<file path="config.mk">
export PLATFORM = sky130hd
export DESIGN_NAME = audio_peak_meter
export DESIGN_NICKNAME = d
export VERILOG_FILES = /design/src/rtl/audio_pkg.sv /design/src/rtl/audio_abs.sv /design/src/rtl/audio_peak_meter.sv
export SDC_FILE = /design/constraint.sdc
export NUM_CORES = 1
export LEC_CHECK = 0
export CAP_MARGIN = 20
export CORE_UTILIZATION = 45
export CTS_CLUSTER_DIAMETER = 40
export DETAILED_ROUTE_END_ITERATION = 8
export PLACE_DENSITY = 0.69
export SETUP_SLACK_MARGIN = 0.2
export SYNTH_ARGS = -nofsm -noshare
export SYNTH_HDL_FRONTEND = slang
export SYNTH_SLANG_ARGS = --single-unit
</file>
<file path="constraint.sdc">
create_clock -name clk -period 3.99 [get_ports clk]
set_input_delay 0.5985 -clock clk [delete_from_list [all_inputs] [get_ports clk]]
set_output_delay 0.5985 -clock clk [all_outputs]
set_load 0.01 [all_outputs]
</file>
<file path="src/rtl/audio_pkg.sv">
// Shared constants and types for the audio level-metering slice.
package audio_pkg;

    localparam int unsigned SAMPLE_W = 16;

    localparam int unsigned METER_T1 = 4096;
    localparam int unsigned METER_T2 = 8192;
    localparam int unsigned METER_T3 = 16384;
    localparam int unsigned METER_T4 = 24576;

    localparam logic [3:0] METER_0 = 4'b0000;
    localparam logic [3:0] METER_1 = 4'b0001;
    localparam logic [3:0] METER_2 = 4'b0011;
    localparam logic [3:0] METER_3 = 4'b0111;
    localparam logic [3:0] METER_4 = 4'b1111;

    typedef enum logic {PK_HOLD, PK_DECAY} peak_state_t;

    function automatic logic [3:0] meter_code(input int unsigned level);
        if (level < METER_T1)      return METER_0;
        else if (level < METER_T2) return METER_1;
        else if (level < METER_T3) return METER_2;
        else if (level < METER_T4) return METER_3;
        else                       return METER_4;
    endfunction

endpackage

</file>
<file path="src/rtl/audio_abs.sv">
// Two's-complement to unsigned magnitude; the most negative input maps to 2**(W-1).
module audio_abs #(
    parameter int unsigned W = 16
) (
    input  logic [W-1:0] value,
    output logic [W-1:0] mag
);

    assign mag = value[W-1] ? ((~value) + W'(1)) : value;

endmodule

</file>
<file path="src/rtl/audio_peak_meter.sv">
// Stereo-to-mono mix, peak-hold/decay envelope, LED thermometer meter and held clip flag.
module audio_peak_meter #(
    parameter int unsigned SAMPLE_W     = audio_pkg::SAMPLE_W,
    parameter int unsigned HOLD_SAMPLES = 4800,
    parameter int unsigned DECAY_STEP   = 64,
    parameter int unsigned CLIP_LEVEL   = 32000
) (
    input  logic                clk,
    input  logic                rst,
    input  logic                sample_valid,
    input  logic [SAMPLE_W-1:0] audio_l,
    input  logic [SAMPLE_W-1:0] audio_r,
    output logic [SAMPLE_W-1:0] audio_m,
    output logic                mono_valid,
    output logic [SAMPLE_W-1:0] peak,
    output logic [3:0]          meter,
    output logic                clip,
    output logic                meter_valid
);
    import audio_pkg::*;

    localparam int unsigned CNT_W = $clog2(HOLD_SAMPLES + 1);
    localparam logic [CNT_W-1:0] HOLD_INIT = CNT_W'(HOLD_SAMPLES);
    localparam logic [CNT_W-1:0] CNT_ONE   = CNT_W'(1);
    localparam logic [SAMPLE_W-1:0] STEP   = SAMPLE_W'(DECAY_STEP);

    logic [SAMPLE_W-1:0] abs_l, abs_r, abs_l_q, abs_r_q, mag;
    logic signed [SAMPLE_W:0] mix_sum;

    audio_abs #(.W(SAMPLE_W)) u_abs_l (.value(audio_l), .mag(abs_l));
    audio_abs #(.W(SAMPLE_W)) u_abs_r (.value(audio_r), .mag(abs_r));
    audio_abs #(.W(SAMPLE_W)) u_abs_m (.value(audio_m), .mag(mag));

    // One extra bit of headroom so the sum never overflows before halving.
    assign mix_sum = $signed({audio_l[SAMPLE_W-1], audio_l}) + $signed({audio_r[SAMPLE_W-1], audio_r});

    always_ff @(posedge clk) begin
        if (rst) begin
            audio_m    <= '0;
            mono_valid <= 1'b0;
            abs_l_q    <= '0;
            abs_r_q    <= '0;
        end else begin
            mono_valid <= sample_valid;
            if (sample_valid) begin
                audio_m <= SAMPLE_W'(mix_sum >>> 1);
                abs_l_q <= abs_l;
                abs_r_q <= abs_r;
            end
        end
    end

    peak_state_t         state_q, state_d;
    logic [CNT_W-1:0]    hold_cnt_q, hold_cnt_d, clip_cnt_q, clip_cnt_d;
    logic [SAMPLE_W-1:0] peak_d, decayed;
    logic [3:0]          meter_d;
    logic                clip_d;

    always_comb begin
        state_d    = state_q;
        hold_cnt_d = hold_cnt_q;
        peak_d     = peak;
        decayed    = '0;
        clip_d     = clip;
        clip_cnt_d = clip_cnt_q;
        meter_d    = meter;
        if (mono_valid) begin
            if (mag >= peak) begin
                peak_d     = mag;
                hold_cnt_d = HOLD_INIT;
                state_d    = PK_HOLD;
            end else begin
                case (state_q)
                    PK_HOLD: begin
                        if (hold_cnt_q <= CNT_ONE) begin
                            hold_cnt_d = '0;
                            state_d    = PK_DECAY;
                        end else begin
                            hold_cnt_d = hold_cnt_q - CNT_ONE;
                        end
                    end
                    default: begin
                        // Saturating step; a step wider than the sample range floors at zero.
                        if (32'(peak) > DECAY_STEP) decayed = peak - STEP;
                        peak_d = (mag > decayed) ? mag : decayed;
                    end
                endcase
            end
            meter_d = meter_code(32'(peak_d));

            if (32'(abs_l_q) >= CLIP_LEVEL || 32'(abs_r_q) >= CLIP_LEVEL) begin
                clip_d     = 1'b1;
                clip_cnt_d = HOLD_INIT;
            end else if (clip_cnt_q != '0) begin
                clip_cnt_d = clip_cnt_q - CNT_ONE;
                clip_d     = (clip_cnt_d != '0);
            end
        end
    end

    always_ff @(posedge clk) begin
        if (rst) begin
            state_q     <= PK_DECAY;
            hold_cnt_q  <= '0;
            clip_cnt_q  <= '0;
            peak        <= '0;
            meter       <= '0;
            clip        <= 1'b0;
            meter_valid <= 1'b0;
        end else begin
            state_q     <= state_d;
            hold_cnt_q  <= hold_cnt_d;
            clip_cnt_q  <= clip_cnt_d;
            peak        <= peak_d;
            meter       <= meter_d;
            clip        <= clip_d;
            meter_valid <= mono_valid;
        end
    end

endmodule
</file>
# Word level (Yosys, flattened, before mapping)

Cells that the tools add are included.

Reductions and logical operators: 6
Eq/ne operators: 1
Multiplexer cells: 25
$lt $le $gt $ge: 10
Shift operators: 0
Add/subtract/negate cells: 7
Bitwise logic cells: 3
Divide/modulo/power cells: 0
Multipliers: 0

Operators by type and width:

| cell                                                                              | count |
|---|---|
| 16-bit two-way mux                                                                | 11 |
| 13-bit two-way mux                                                                | 5 |
| 16-bit by 1-bit adder with 16-bit output (second input constant)                  | 3 |
| 16-bit inverter                                                                   | 3 |
| 16-bit by 15-bit >= comparator with 1-bit output (second input constant)          | 2 |
| 16-bit by 15-bit less-than comparator with 1-bit output (second input constant)   | 2 |
| 13-bit nonzero test                                                               | 2 |
| 13-bit by 1-bit subtractor with 13-bit output (second input constant)             | 2 |
| 16-bit by 16-bit adder with 17-bit output                                         | 1 |
| 16-bit >= comparator                                                              | 1 |
| 16-bit greater-than comparator                                                    | 1 |
| 16-bit by 7-bit greater-than comparator with 1-bit output (second input constant) | 1 |
| 16-bit by 13-bit less-than comparator with 1-bit output (second input constant)   | 1 |
| 16-bit by 14-bit less-than comparator with 1-bit output (second input constant)   | 1 |
| 4-bit two-way mux                                                                 | 4 |
| 16-bit by 7-bit subtractor with 16-bit output (second input constant)             | 1 |
| 13-bit by 1-bit <= comparator with 1-bit output (second input constant)           | 1 |
| 1-bit two-way mux                                                                 | 5 |
| 2-bit AND reduction                                                               | 2 |
| 2-bit by 1-bit inequality test with 1-bit output (second input constant)          | 1 |
| 2-bit nonzero test                                                                | 1 |
| 1-bit logical OR                                                                  | 1 |

Memory bits (read-only): 0
Output and inout port bits: 39
Input bits: 35
Latch bits: 0
Logic and storage cells: 63
Memories: 0
Bits in writable memories: 0
Flip-flop bits (word level): 98

# Depth between registers and ports, before layout

Gate-level depths: netlist of run 1.

Word-level depth: 16
Gate-level depth with buffers: 18
Depth with buffers taken out: 16

# Hierarchy

From an unflattened synthesis of run 1, not the netlist that was laid out.

Cell total of the unflattened synthesis: 822
Area, all modules: 6,580.1 um2

By module, submodules not included:

| module           | sequential area each (um2) | cells an instance | times used | area an instance (um2) |
|---|---|---|---|---|
| audio_peak_meter | 1,641.6                    | 678               | 1          | 5,484.0 |
| audio_abs        | 0.0                        | 48                | 3          | 365.4 |

# Worst setup path after synthesis of run 1

OpenSTA, ideal clock, no wires.

Path kind: register -> register
Start: register peak[9]
End: register meter[1]
Required time: 3,855 ps
Path slack: -151 ps
Path buffers: 2
Stages on the path, launching flop included: 17
Period minus slack after synthesis: 4,141 ps
Setup time: 135 ps
Arrival time: 4,005 ps
Cell sequence: dfxtp_1 -> or4_1 -> or3_1 -> or4_1 -> buf_2 -> buf_6 -> and2_1 -> ha_1 -> nor2b_1 -> o211ai_1 -> a2111o_1 -> o211ai_1 -> nand2_1 -> o21ai_1 -> a221oi_1 -> nor3_2 -> a211oi_2

Longest elaborated chain between the ends: 14
Elaborated cells on any way between the ends: 18
Classes of those cells: add/sub (1); order compare (6); mux (11)

Ends and longest elaborated chain:

| element                                                                                                                           | line                    | RTL |
|---|---|---|
| start: declaration                                                                                                                | audio_peak_meter.sv:15  | `output logic [SAMPLE_W-1:0] peak,` |
| start signal: assignment                                                                                                          | audio_peak_meter.sv:114 | `peak <= peak_d;` |
| 16-bit by 7-bit subtractor with 16-bit output / 16-bit by 7-bit greater-than comparator with 1-bit output (equally long branches) | audio_peak_meter.sv:84  | `if (32'(peak) > DECAY_STEP) decayed = peak - STEP;` |
| 16-bit two-way mux                                                                                                                | audio_peak_meter.sv:84  |  |
| 16-bit two-way mux                                                                                                                | audio_peak_meter.sv:73  | `case (state_q)` |
| 16-bit two-way mux                                                                                                                | audio_peak_meter.sv:68  | `if (mag >= peak) begin` |
| 16-bit two-way mux                                                                                                                | audio_peak_meter.sv:67  | `if (mono_valid) begin` |
| 16-bit greater-than comparator                                                                                                    | audio_peak_meter.sv:85  | `peak_d = (mag > decayed) ? mag : decayed;` |
| 16-bit two-way mux                                                                                                                | audio_peak_meter.sv:85  |  |
| 16-bit two-way mux                                                                                                                | audio_peak_meter.sv:73  |  |
| 16-bit two-way mux (*)                                                                                                            | audio_peak_meter.sv:68  |  |
| 16-bit two-way mux (*)                                                                                                            | audio_peak_meter.sv:67  |  |
| 16-bit by 15-bit less-than comparator with 1-bit output                                                                           | audio_pkg.sv:22         | `else if (level < METER_T3) return METER_2;` |
| 4-bit two-way mux                                                                                                                 | audio_pkg.sv:22         |  |
| 4-bit two-way mux                                                                                                                 | audio_pkg.sv:21         | `else if (level < METER_T2) return METER_1;` |
| 4-bit two-way mux (*)                                                                                                             | audio_pkg.sv:20         | `if (level < METER_T1) return METER_0;` |
| end signal: assignment                                                                                                            | audio_peak_meter.sv:115 | `meter <= meter_d;` |
| end: declaration                                                                                                                  | audio_peak_meter.sv:16  | `output logic [3:0] meter,` |

Mark *: on every way between the ends. The rest lies on a longest branch, timed or not. The select of a mux whose other input is x is not followed.
A chain may end at the register's enable or synchronous reset.

# Worst setup path after layout of run 1

Start: register audio_m[0]
End: register meter[0]

Longest elaborated chain between the ends: 12
Elaborated cells on any way between the ends: 15
Classes of those cells: add/sub (1); order compare (5); mux (8); bitwise (1)

Ends and longest elaborated chain:

| element                                                 | line                   | RTL |
|---|---|---|
| start: declaration                                      | audio_peak_meter.sv:13 | `output logic [SAMPLE_W-1:0] audio_m,` |
| start signal: assignment                                | audio_peak_meter.sv:46 | `audio_m <= SAMPLE_W'(mix_sum >>> 1);` |
| 16-bit inverter                                         | audio_abs.sv:9         | `assign mag = value[W-1] ? ((~value) + W'(1)) : value;` |
| 16-bit by 1-bit adder with 16-bit output                | audio_abs.sv:9         |  |
| 16-bit two-way mux (*)                                  | audio_abs.sv:9         |  |
| 16-bit greater-than comparator                          | audio_peak_meter.sv:85 |  |
| 16-bit two-way mux                                      | audio_peak_meter.sv:85 |  |
| 16-bit two-way mux                                      | audio_peak_meter.sv:73 |  |
| 16-bit two-way mux (*)                                  | audio_peak_meter.sv:68 |  |
| 16-bit two-way mux (*)                                  | audio_peak_meter.sv:67 |  |
| 16-bit by 15-bit less-than comparator with 1-bit output | audio_pkg.sv:22        |  |
| 4-bit two-way mux                                       | audio_pkg.sv:22        |  |
| 4-bit two-way mux                                       | audio_pkg.sv:21        |  |
| 4-bit two-way mux (*)                                   | audio_pkg.sv:20        |  |

Marks and branches as above.

==> metrics.txt, run 1 <==
# TYPE chip_impl_metric gauge
chip_impl_metric{name="tritoncts.num_buffers",unit=""} 9
chip_impl_metric{name="fin_skew",unit="ns"} 0.00646
chip_impl_metric{name="period_needed",unit="ns"} 3.80
chip_impl_metric{name="synthesis.yosys.warnings",unit=""} 0
chip_impl_metric{name="postCtsHoldBufs",unit=""} 0
chip_impl_metric{name="final_design_area_no_fill",unit="sq mm"} 0.00782
chip_impl_metric{name="multi_input_comb_area",unit="sq mm"} 0.00438
chip_impl_metric{name="dp.cells",unit=""} 1012
chip_impl_metric{name="post_route_clock_period_utilization",unit="%"} 95.2
chip_impl_metric{name="dpl_worst_slack",unit="ns"} -0.0634
chip_impl_metric{name="max-vdd-ir-drop",unit="uV"} 282
chip_impl_metric{name="grt_first_pass_wirelength",unit="microns"} 25900
chip_impl_info{name="tritoncts",value="yes"} 1
chip_impl_metric{name="place_congestion",unit=""} 0.919
chip_impl_metric{name="gate_power_share",unit="%"} 58.8
chip_impl_metric{name="synth_fp_nets",unit=""} 859
chip_impl_metric{name="die_y",unit="microns"} 117
chip_impl_info{name="critPathCaptureType",value="register"} 1
chip_impl_metric{name="h-tree-depth",unit=""} 3
chip_impl_metric{name="die_width",unit="microns"} 117
chip_impl_metric{name="layout.core_utilization",unit="%"} 61.2
chip_impl_metric{name="clk_transition_reported_paths",unit="ns"} 0.06
chip_impl_info{name="holdCritStartpoint",value="clip"} 1
chip_impl_metric{name="antenna_found_initial",unit=""} 0
chip_impl_metric{name="holdPathStages",unit=""} 2
chip_impl_info{name="critical_path.most_common_cell",value="inv_1"} 1
chip_impl_metric{name="n_fill_cell",unit=""} 1131
chip_impl_metric{name="dp_hpwl",unit="microns"} 11900
chip_impl_metric{name="postSynthAreaPerCell",unit="sq um"} 7.79
chip_impl_metric{name="fp.dieArea",unit="sq mm"} 0.0137
chip_impl_metric{name="reg2reg_depth",unit=""} 16
chip_impl_metric{name="drtIter0Drc",unit=""} 296
chip_impl_info{name="final_cell_mix",value="105 x nor2_1, 78 x dfxtp_1, 72 x clkdlybuf4s50_1, 55 x nand2_1, 50 x ha_1"} 1
chip_impl_metric{name="firstDrtPassIters",unit=""} 4
chip_impl_metric{name="seqPwrFrac",unit="%"} 24.1
chip_impl_info{name="synth_top_cell_by_area",value="dfxtp_1"} 1
chip_impl_metric{name="totalPowerFinal",unit="mW"} 4.62
chip_impl_metric{name="floorplan.io_pins",unit=""} 74
chip_impl_metric{name="num_rows",unit=""} 41
chip_impl_info{name="cpMaxStageDelayCell",value="xor2_1"} 1
chip_impl_metric{name="cellLeakagePower",unit="nW"} 3.09
chip_impl_metric{name="timing.setup.tns",unit="ns"} 0
chip_impl_metric{name="cell_internal_power",unit="mW"} 2.66
chip_impl_info{name="sort_of_element_at_the_start_of_the_critical_path",value="register"} 1
chip_impl_info{name="grt_setup_unrepaired",value="yes"} 1
chip_impl_metric{name="critical-path-max-stage-delay",unit="ns"} 0.35
chip_impl_metric{name="cellPowerDensity",unit="mW/mm^2"} 591
chip_impl_metric{name="antennaDiodeCount",unit=""} 0
chip_impl_metric{name="synth.ff_latch_count",unit=""} 82
chip_impl_metric{name="viasPerCell",unit=""} 5.65
chip_impl_metric{name="final_nets",unit=""} 964
chip_impl_metric{name="finalHoldViolCount",unit=""} 0
chip_impl_info{name="synth-main-ff-cell",value="dfxtp_1"} 1
chip_impl_metric{name="worst-slew-pin-transition",unit="ns"} 0.800
chip_impl_metric{name="clk_lat_worst_skew",unit="ns"} 0.35
chip_impl_metric{name="grt_start_max_net_pins",unit=""} 47
chip_impl_info{name="critical_path.cell_chain",value="inv_1, ha_2, nand3b_1, o41ai_2, xor2_1, inv_1, ha_4, a21o_1, a21oi_4, o211ai_1, buf_4, a21boi_4, and4_4, a221oi_4, nor3_2, a211oi_2"} 1
chip_impl_metric{name="worst_ep_required_time",unit="ns"} 4.20
chip_impl_metric{name="achievable-frequency",unit="GHz"} 0.263
chip_impl_metric{name="placed_area",unit="sq mm"} 0.00709
chip_impl_metric{name="synth_top_area_share",unit="%"} 27.5
chip_impl_metric{name="synth_area",unit="sq mm"} 0.00598
chip_impl_metric{name="port_buffers",unit=""} 73
chip_impl_metric{name="sequential_share_of_the_synthesized_area",unit="%"} 27.5
chip_impl_info{name="status",value="finished clean"} 1
chip_impl_metric{name="report.final.setup_viol",unit=""} 0
chip_impl_metric{name="finish.cell_count_without_fillers",unit=""} 1049
chip_impl_info{name="worstHoldEndpoint",value="clip"} 1
chip_impl_info{name="category_of_the_most_critical_setup_path",value="register to register"} 1
chip_impl_metric{name="maxSlewHeadroom",unit="%"} 46.6
chip_impl_metric{name="globalRouteOverflowTotal",unit=""} 0
chip_impl_metric{name="report.final.slew_viol_count",unit=""} 0
chip_impl_info{name="layout.cells.most_common",value="nor2_1"} 1
chip_impl_metric{name="synth_cells",unit=""} 767
chip_impl_metric{name="power.switching",unit="mW"} 1.96
chip_impl_metric{name="numClockSinks",unit=""} 82
chip_impl_metric{name="layout_setup_ws",unit="ns"} 0.192
chip_impl_info{name="rr_endpoint",value="meter[0]"} 1
chip_impl_metric{name="crit_fanout",unit=""} 4
chip_impl_metric{name="post_route_worst_hold_slack",unit="ns"} 0.477
chip_impl_metric{name="max-cap-violations",unit=""} 0
chip_impl_metric{name="start_util",unit="%"} 46.8
chip_impl_metric{name="critical_path_arrival",unit="ns"} 4.00
chip_impl_info{name="worstReg2RegStart",value="audio_m[0]"} 1
chip_impl_metric{name="drc_errors",unit=""} 0
chip_impl_metric{name="r2r_slack",unit="ns"} 0.19
chip_impl_metric{name="area_delta_synth_final",unit="%"} 30.8
chip_impl_metric{name="detailroute.via_count",unit=""} 5931
chip_impl_metric{name="synth_enable_flop_cells",unit=""} 0
chip_impl_metric{name="seq_area",unit="sq mm"} 0.00165
chip_impl_metric{name="async_sr_flop_fraction",unit="%"} 0
chip_impl_metric{name="grt_use_total",unit="%"} 24.1
chip_impl_metric{name="core_footprint",unit="sq mm"} 0.0128
chip_impl_metric{name="route.antenna.remaining_nets",unit=""} 0
chip_impl_metric{name="vias_in_the_first_global_route",unit=""} 5478
chip_impl_metric{name="clockBufferDepth",unit=""} 2
chip_impl_metric{name="wl_per_cell",unit="microns"} 15.4
chip_impl_metric{name="yosysUniqueCellTypes",unit=""} 64
chip_impl_info{name="min_path_type",value="register to register"} 1
chip_impl_info{name="top_post_synthesis_cells_by_area",value="dfxtp_1 27%, ha_1 12%, nor2_1 6.7%, a21oi_1 4.5%, xnor2_1 4.4%"} 1
chip_impl_info{name="worst_setup_sp",value="audio_m[0]"} 1
chip_impl_metric{name="clockPowerShare",unit="%"} 17.2
chip_impl_metric{name="drive_gt1_share",unit="%"} 15.4
chip_impl_info{name="cts_root_buf",value="clkbuf_16"} 1
chip_impl_metric{name="wl",unit="microns"} 16100
chip_impl_metric{name="switching_share",unit="%"} 42.4
synthesized netlist by cell type, drive strengths merged, types with 6 or more instances:
library cell	n
nand4	10
a21oi	54
nor3	33
a21o	11
xnor2	30
inv	40
ha	56
a211oi	29
dfxtp	82
o31ai	11
mux2i	13
nand3	17
xor2	24
nor2	107
nand3b	6
nand2b	9
nor4	8
or4	11
nand2	62
or3	10
buf	11
o21ai	35
clkbuf	23
worst max path at each step:
| stage | slack, ns | depth (start not counted) | endpoint |
|---|---|---|---|
| detailed placement | -0.06 | 15 | meter[0] |
| global placement | 0.01 | 15 | meter[3] |
| finish | 0.19 | 16 | meter[0] |
| global route | 0.03 | 17 | peak[9] |
| floorplan | 0.21 | 15 | peak[8] |
| CTS | 0.18 | 15 | meter[3] |
layer usage:
metal  up-vias  track usage (%)  wire, microns  share of wire (%)
met5         -                0              0                  0
met4         0             8.78            370                2.3
met3        29             4.84            785                4.9
met2       145             40.0           7500                 47
met1      2767             30.9           7470                 46
li1       2990                -              -                  -
critical path: cells and delay by family (launching register included):
kind | cells | cell delay [ns]
AO/OA/AOI/OAI | 7 | 1.26
buffers and inverters | 3 | 0.58
adder cells (fa/ha/maj) | 2 | 0.51
flip-flops | 1 | 0.31
XOR/XNOR | 1 | 0.35
AND/OR/NAND/NOR | 3 | 0.66
timing repair:
item	CTS	global route
gates cloned	2	0
endpoints found under the setup margin	33	33
gates resized for setup	21	40
setup buffers	9	10
hold endpoints to repair	0	0
pin swaps	13	21
flip-flops by register name (all words and copies together) (netlist names):
signal and flops:
state_q 1, clip 1, abs_l_q 8, mono_valid 1, peak 16, meter_valid 1, meter 4, hold_cnt_q 13
audio_m 16, abs_r_q 8, clip_cnt_q 13
power groups by stage:
stage	Clock, mW	Combinational (mW)	Sequential, mW
after floorplan	0	1.67	1.11
after global placement	0	2.26	1.11
after detailed placement	0	2.30	1.12
after CTS	0.808	2.49	1.11
after global routing	0.846	2.99	1.13
final	0.794	2.72	1.11
final cells by class:
cell class                 instances  share of cell area, %
multi-input combinational        613                   56.0
sequential                        82                   21.1
timing repair buffer             126                   14.7
clock buffer                      11                   3.10
tap                              172                   2.75
inverter                          40                   1.92
clock inverter                     5                  0.496
cell families (layout without fill, tap and decap cells):
group,count (synthesis),after routing,synth area share [%]
multiplexers,15,15,2.55
adder cells (fa/ha/maj),57,57,12.1
AO/OA/AOI/OAI,187,188,20.9
XOR/XNOR,54,54,7.91
AND/OR/NAND/NOR,298,299,24.3
flip-flops,82,82,27.5
buffers and inverters,74,182,4.88
(Power assumes the default switching activity.)
==> run 2, diff against run 1 <==
--- a/config.mk
+++ b/config.mk
@@ -6,7 +6,9 @@
 export NUM_CORES = 1
 export LEC_CHECK = 0
 export CAP_MARGIN = 20
+export CORE_MARGIN = 1
 export CORE_UTILIZATION = 45
+export CTS_BUF_LIST = sky130_fd_sc_hd__clkbuf_16
 export CTS_CLUSTER_DIAMETER = 40
 export DETAILED_ROUTE_END_ITERATION = 8
 export PLACE_DENSITY = 0.69
==> run 2 against run 1 <==
  * First-iteration DRC count rose by 8.1%
  * Sequential share of layout area barely moved
  * Utilization fell by 0.14 points
  * Via count rose by 0.12%
  * Critical path depth did not move
  * Largest cell class unchanged
  * Non-clock buffer count fell by 1
  * Highest routed layer unchanged
==> metrics.txt, run 2 (same netlist as run 1, synthesis figures left out) <==
# TYPE chip_impl_metric gauge
chip_impl_info{name="status",value="finished clean"} 1
chip_impl_info{name="sort_of_element_at_the_start_of_the_critical_path",value="register"} 1
chip_impl_info{name="tritoncts",value="yes"} 1
chip_impl_metric{name="max-vdd-ir-drop",unit="uV"} 283
chip_impl_metric{name="drc_errors",unit=""} 0
chip_impl_metric{name="report.final.setup_viol",unit=""} 0
chip_impl_metric{name="worst_ep_required_time",unit="ns"} 4.20
chip_impl_info{name="critPathCaptureType",value="register"} 1
chip_impl_info{name="min_path_type",value="register to register"} 1
chip_impl_metric{name="reg2reg_depth",unit=""} 16
chip_impl_info{name="rr_endpoint",value="meter[0]"} 1
chip_impl_metric{name="post_route_worst_hold_slack",unit="ns"} 0.477
chip_impl_metric{name="crit_fanout",unit=""} 4
chip_impl_info{name="grt_setup_unrepaired",value="yes"} 1
chip_impl_metric{name="fp.dieArea",unit="sq mm"} 0.0137
chip_impl_metric{name="core_footprint",unit="sq mm"} 0.0128
chip_impl_metric{name="globalRouteOverflowTotal",unit=""} 0
chip_impl_metric{name="layout_setup_ws",unit="ns"} 0.186
chip_impl_metric{name="r2r_slack",unit="ns"} 0.19
chip_impl_metric{name="multi_input_comb_area",unit="sq mm"} 0.00438
chip_impl_metric{name="postCtsHoldBufs",unit=""} 0
chip_impl_metric{name="numClockSinks",unit=""} 82
chip_impl_metric{name="cellPowerDensity",unit="mW/mm^2"} 590
chip_impl_info{name="cts_root_buf",value="clkbuf_16"} 1
chip_impl_metric{name="route.antenna.remaining_nets",unit=""} 0
chip_impl_metric{name="wl",unit="microns"} 16100
chip_impl_metric{name="clk_transition_reported_paths",unit="ns"} 0.06
chip_impl_info{name="category_of_the_most_critical_setup_path",value="register to register"} 1
chip_impl_metric{name="vias_in_the_first_global_route",unit=""} 5478
chip_impl_info{name="cpMaxStageDelayCell",value="xor2_1"} 1
chip_impl_metric{name="dpl_worst_slack",unit="ns"} -0.0634
chip_impl_metric{name="num_rows",unit=""} 41
chip_impl_metric{name="h-tree-depth",unit=""} 3
chip_impl_metric{name="drive_gt1_share",unit="%"} 15.2
chip_impl_metric{name="period_needed",unit="ns"} 3.80
chip_impl_metric{name="detailroute.via_count",unit=""} 5938
chip_impl_metric{name="achievable-frequency",unit="GHz"} 0.263
chip_impl_info{name="worst_setup_sp",value="audio_m[0]"} 1
chip_impl_info{name="critical_path.most_common_cell",value="inv_1"} 1
chip_impl_metric{name="antenna_found_initial",unit=""} 0
chip_impl_metric{name="grt_start_max_net_pins",unit=""} 47
chip_impl_metric{name="worst_path_buffer_plus_inverter_count",unit=""} 3
chip_impl_metric{name="post_route_clock_period_utilization",unit="%"} 95.3
chip_impl_metric{name="viasPerCell",unit=""} 5.67
chip_impl_metric{name="clockBufferDepth",unit=""} 2
chip_impl_metric{name="fin_skew",unit="ns"} 0.00635
chip_impl_metric{name="floorplan.io_pins",unit=""} 74
chip_impl_metric{name="die_y",unit="microns"} 117
chip_impl_metric{name="place_congestion",unit=""} 0.919
chip_impl_metric{name="grt_use_total",unit="%"} 24.1
chip_impl_metric{name="seq_area",unit="sq mm"} 0.00165
chip_impl_metric{name="n_fill_cell",unit=""} 1133
chip_impl_metric{name="worst-slew-pin-transition",unit="ns"} 0.800
chip_impl_metric{name="report.final.slew_viol_count",unit=""} 0
chip_impl_info{name="cell_family_with_most_cp_delay",value="compound AO/OA/AOI/OAI gates"} 1
chip_impl_metric{name="firstDrtPassIters",unit=""} 5
chip_impl_metric{name="port_buffers",unit=""} 73
chip_impl_metric{name="critical-path-max-stage-delay",unit="ns"} 0.35
chip_impl_info{name="worstReg2RegStart",value="audio_m[0]"} 1
chip_impl_metric{name="worst-path-stages",unit=""} 16
chip_impl_metric{name="max-cap-violations",unit=""} 0
chip_impl_info{name="final_cell_mix",value="105 x nor2_1, 78 x dfxtp_1, 72 x clkdlybuf4s50_1, 55 x nand2_1, 50 x ha_1"} 1
chip_impl_metric{name="area_delta_synth_final",unit="%"} 30.5
chip_impl_info{name="layout.cells.most_common",value="nor2_1"} 1
chip_impl_info{name="biggestRegsByFlops",value="audio_m (16), peak (16)"} 1
chip_impl_metric{name="final_nets",unit=""} 963
chip_impl_metric{name="critical_path_arrival",unit="ns"} 4.01
chip_impl_metric{name="grt_first_pass_wirelength",unit="microns"} 25900
chip_impl_metric{name="wl_per_cell",unit="microns"} 15.4
chip_impl_metric{name="start_util",unit="%"} 46.8
chip_impl_metric{name="maxSlewHeadroom",unit="%"} 46.6
chip_impl_metric{name="finalHoldViolCount",unit=""} 0
chip_impl_metric{name="die_width",unit="microns"} 117
chip_impl_metric{name="tritoncts.num_buffers",unit=""} 9
chip_impl_metric{name="cellLeakagePower",unit="nW"} 3.08
chip_impl_metric{name="drtIter0Drc",unit=""} 320
chip_impl_metric{name="dp_hpwl",unit="microns"} 11900
chip_impl_info{name="critical_path.cell_chain",value="inv_1, ha_2, nand3b_1, o41ai_2, xor2_1, inv_1, ha_4, a21o_1, a21oi_4, o211ai_1, buf_4, a21boi_4, and4_4, a221oi_4, nor3_2, a211oi_2"} 1
chip_impl_metric{name="antennaDiodeCount",unit=""} 0
chip_impl_metric{name="clk_lat_worst_skew",unit="ns"} 0.35
chip_impl_info{name="worstSetupEndpoint",value="meter[0]"} 1
[run 2: how the worst min path moves through the flow]
stage	from	to	slack, ns	depth (start not counted)
3_5_place_dp	clip	clip	0.47	2
6_report	clip	clip	0.48	2
4_1_cts	clip	clip	0.48	2
5_1_grt	clip	clip	0.49	2
3_3_place_gp	clip	clip	0.47	2
2_1_floorplan	clip_cnt_q[12]	clip_cnt_q[12]	0.46	2
[run 2: worst reg2reg max path: stages (launching register included)]
cell and delay, ns:
dfxtp_1 0.31, inv_1 0.20, ha_2 0.26, nand3b_1 0.12, o41ai_2 0.24, xor2_1 0.35
inv_1 0.16, ha_4 0.25, a21o_1 0.20, a21oi_4 0.23, o211ai_1 0.24, buf_4 0.22
a21boi_4 0.20, and4_4 0.26, a221oi_4 0.05, nor3_2 0.28, a211oi_2 0.10
[run 2: cell type report]
class	count	area share [%]
multi-input cells	613	56.1
flip-flops and latches	82	21.1
clock inverters	7	0.593
repair buffers	125	14.6
well taps	172	2.76
clock buffers	9	2.89
inverters	40	1.92
[run 2: repair_timing]
| item | 4_1_cts | 5_1_grt |
|---|---|---|
| cloned | 2 | 0 |
| setup endpoints to repair | 33 | 33 |
| setup buffers | 9 | 9 |
| resized for setup | 21 | 40 |
| pin swaps | 13 | 21 |
[run 2: stage by stage]
step	instance area [sq um]	TNS, ns	utilization, %	std cells	total power [mW]
CTS	7550	0	59.1	1039	4.38
finish	7800	0	61.1	1048	4.60
floorplan	6050	0	-	767	2.78
global placement	7090	0	55.5	1012	3.37
detailed placement	7090	-0.173	55.5	1012	3.42
global route	7800	0	61.1	1048	4.95
[run 2: power by group]
part	internal, mW	switching [mW]
combinational	1.26	1.45
sequential	0.958	0.154
clock	0.421	0.352
[run 2: per-layer routing]
metal  vias to the layer above  global-route usage [%]  wire (microns)  part of all wire (%)
li1                       2983                       -               -                     -
met1                      2768                    30.9            7380                    46
met2                       157                    40.0            7500                    47
met3                        30                    4.84             846                   5.3
met4                         0                    8.78             363                   2.3
met5                         -                       0               0                     0
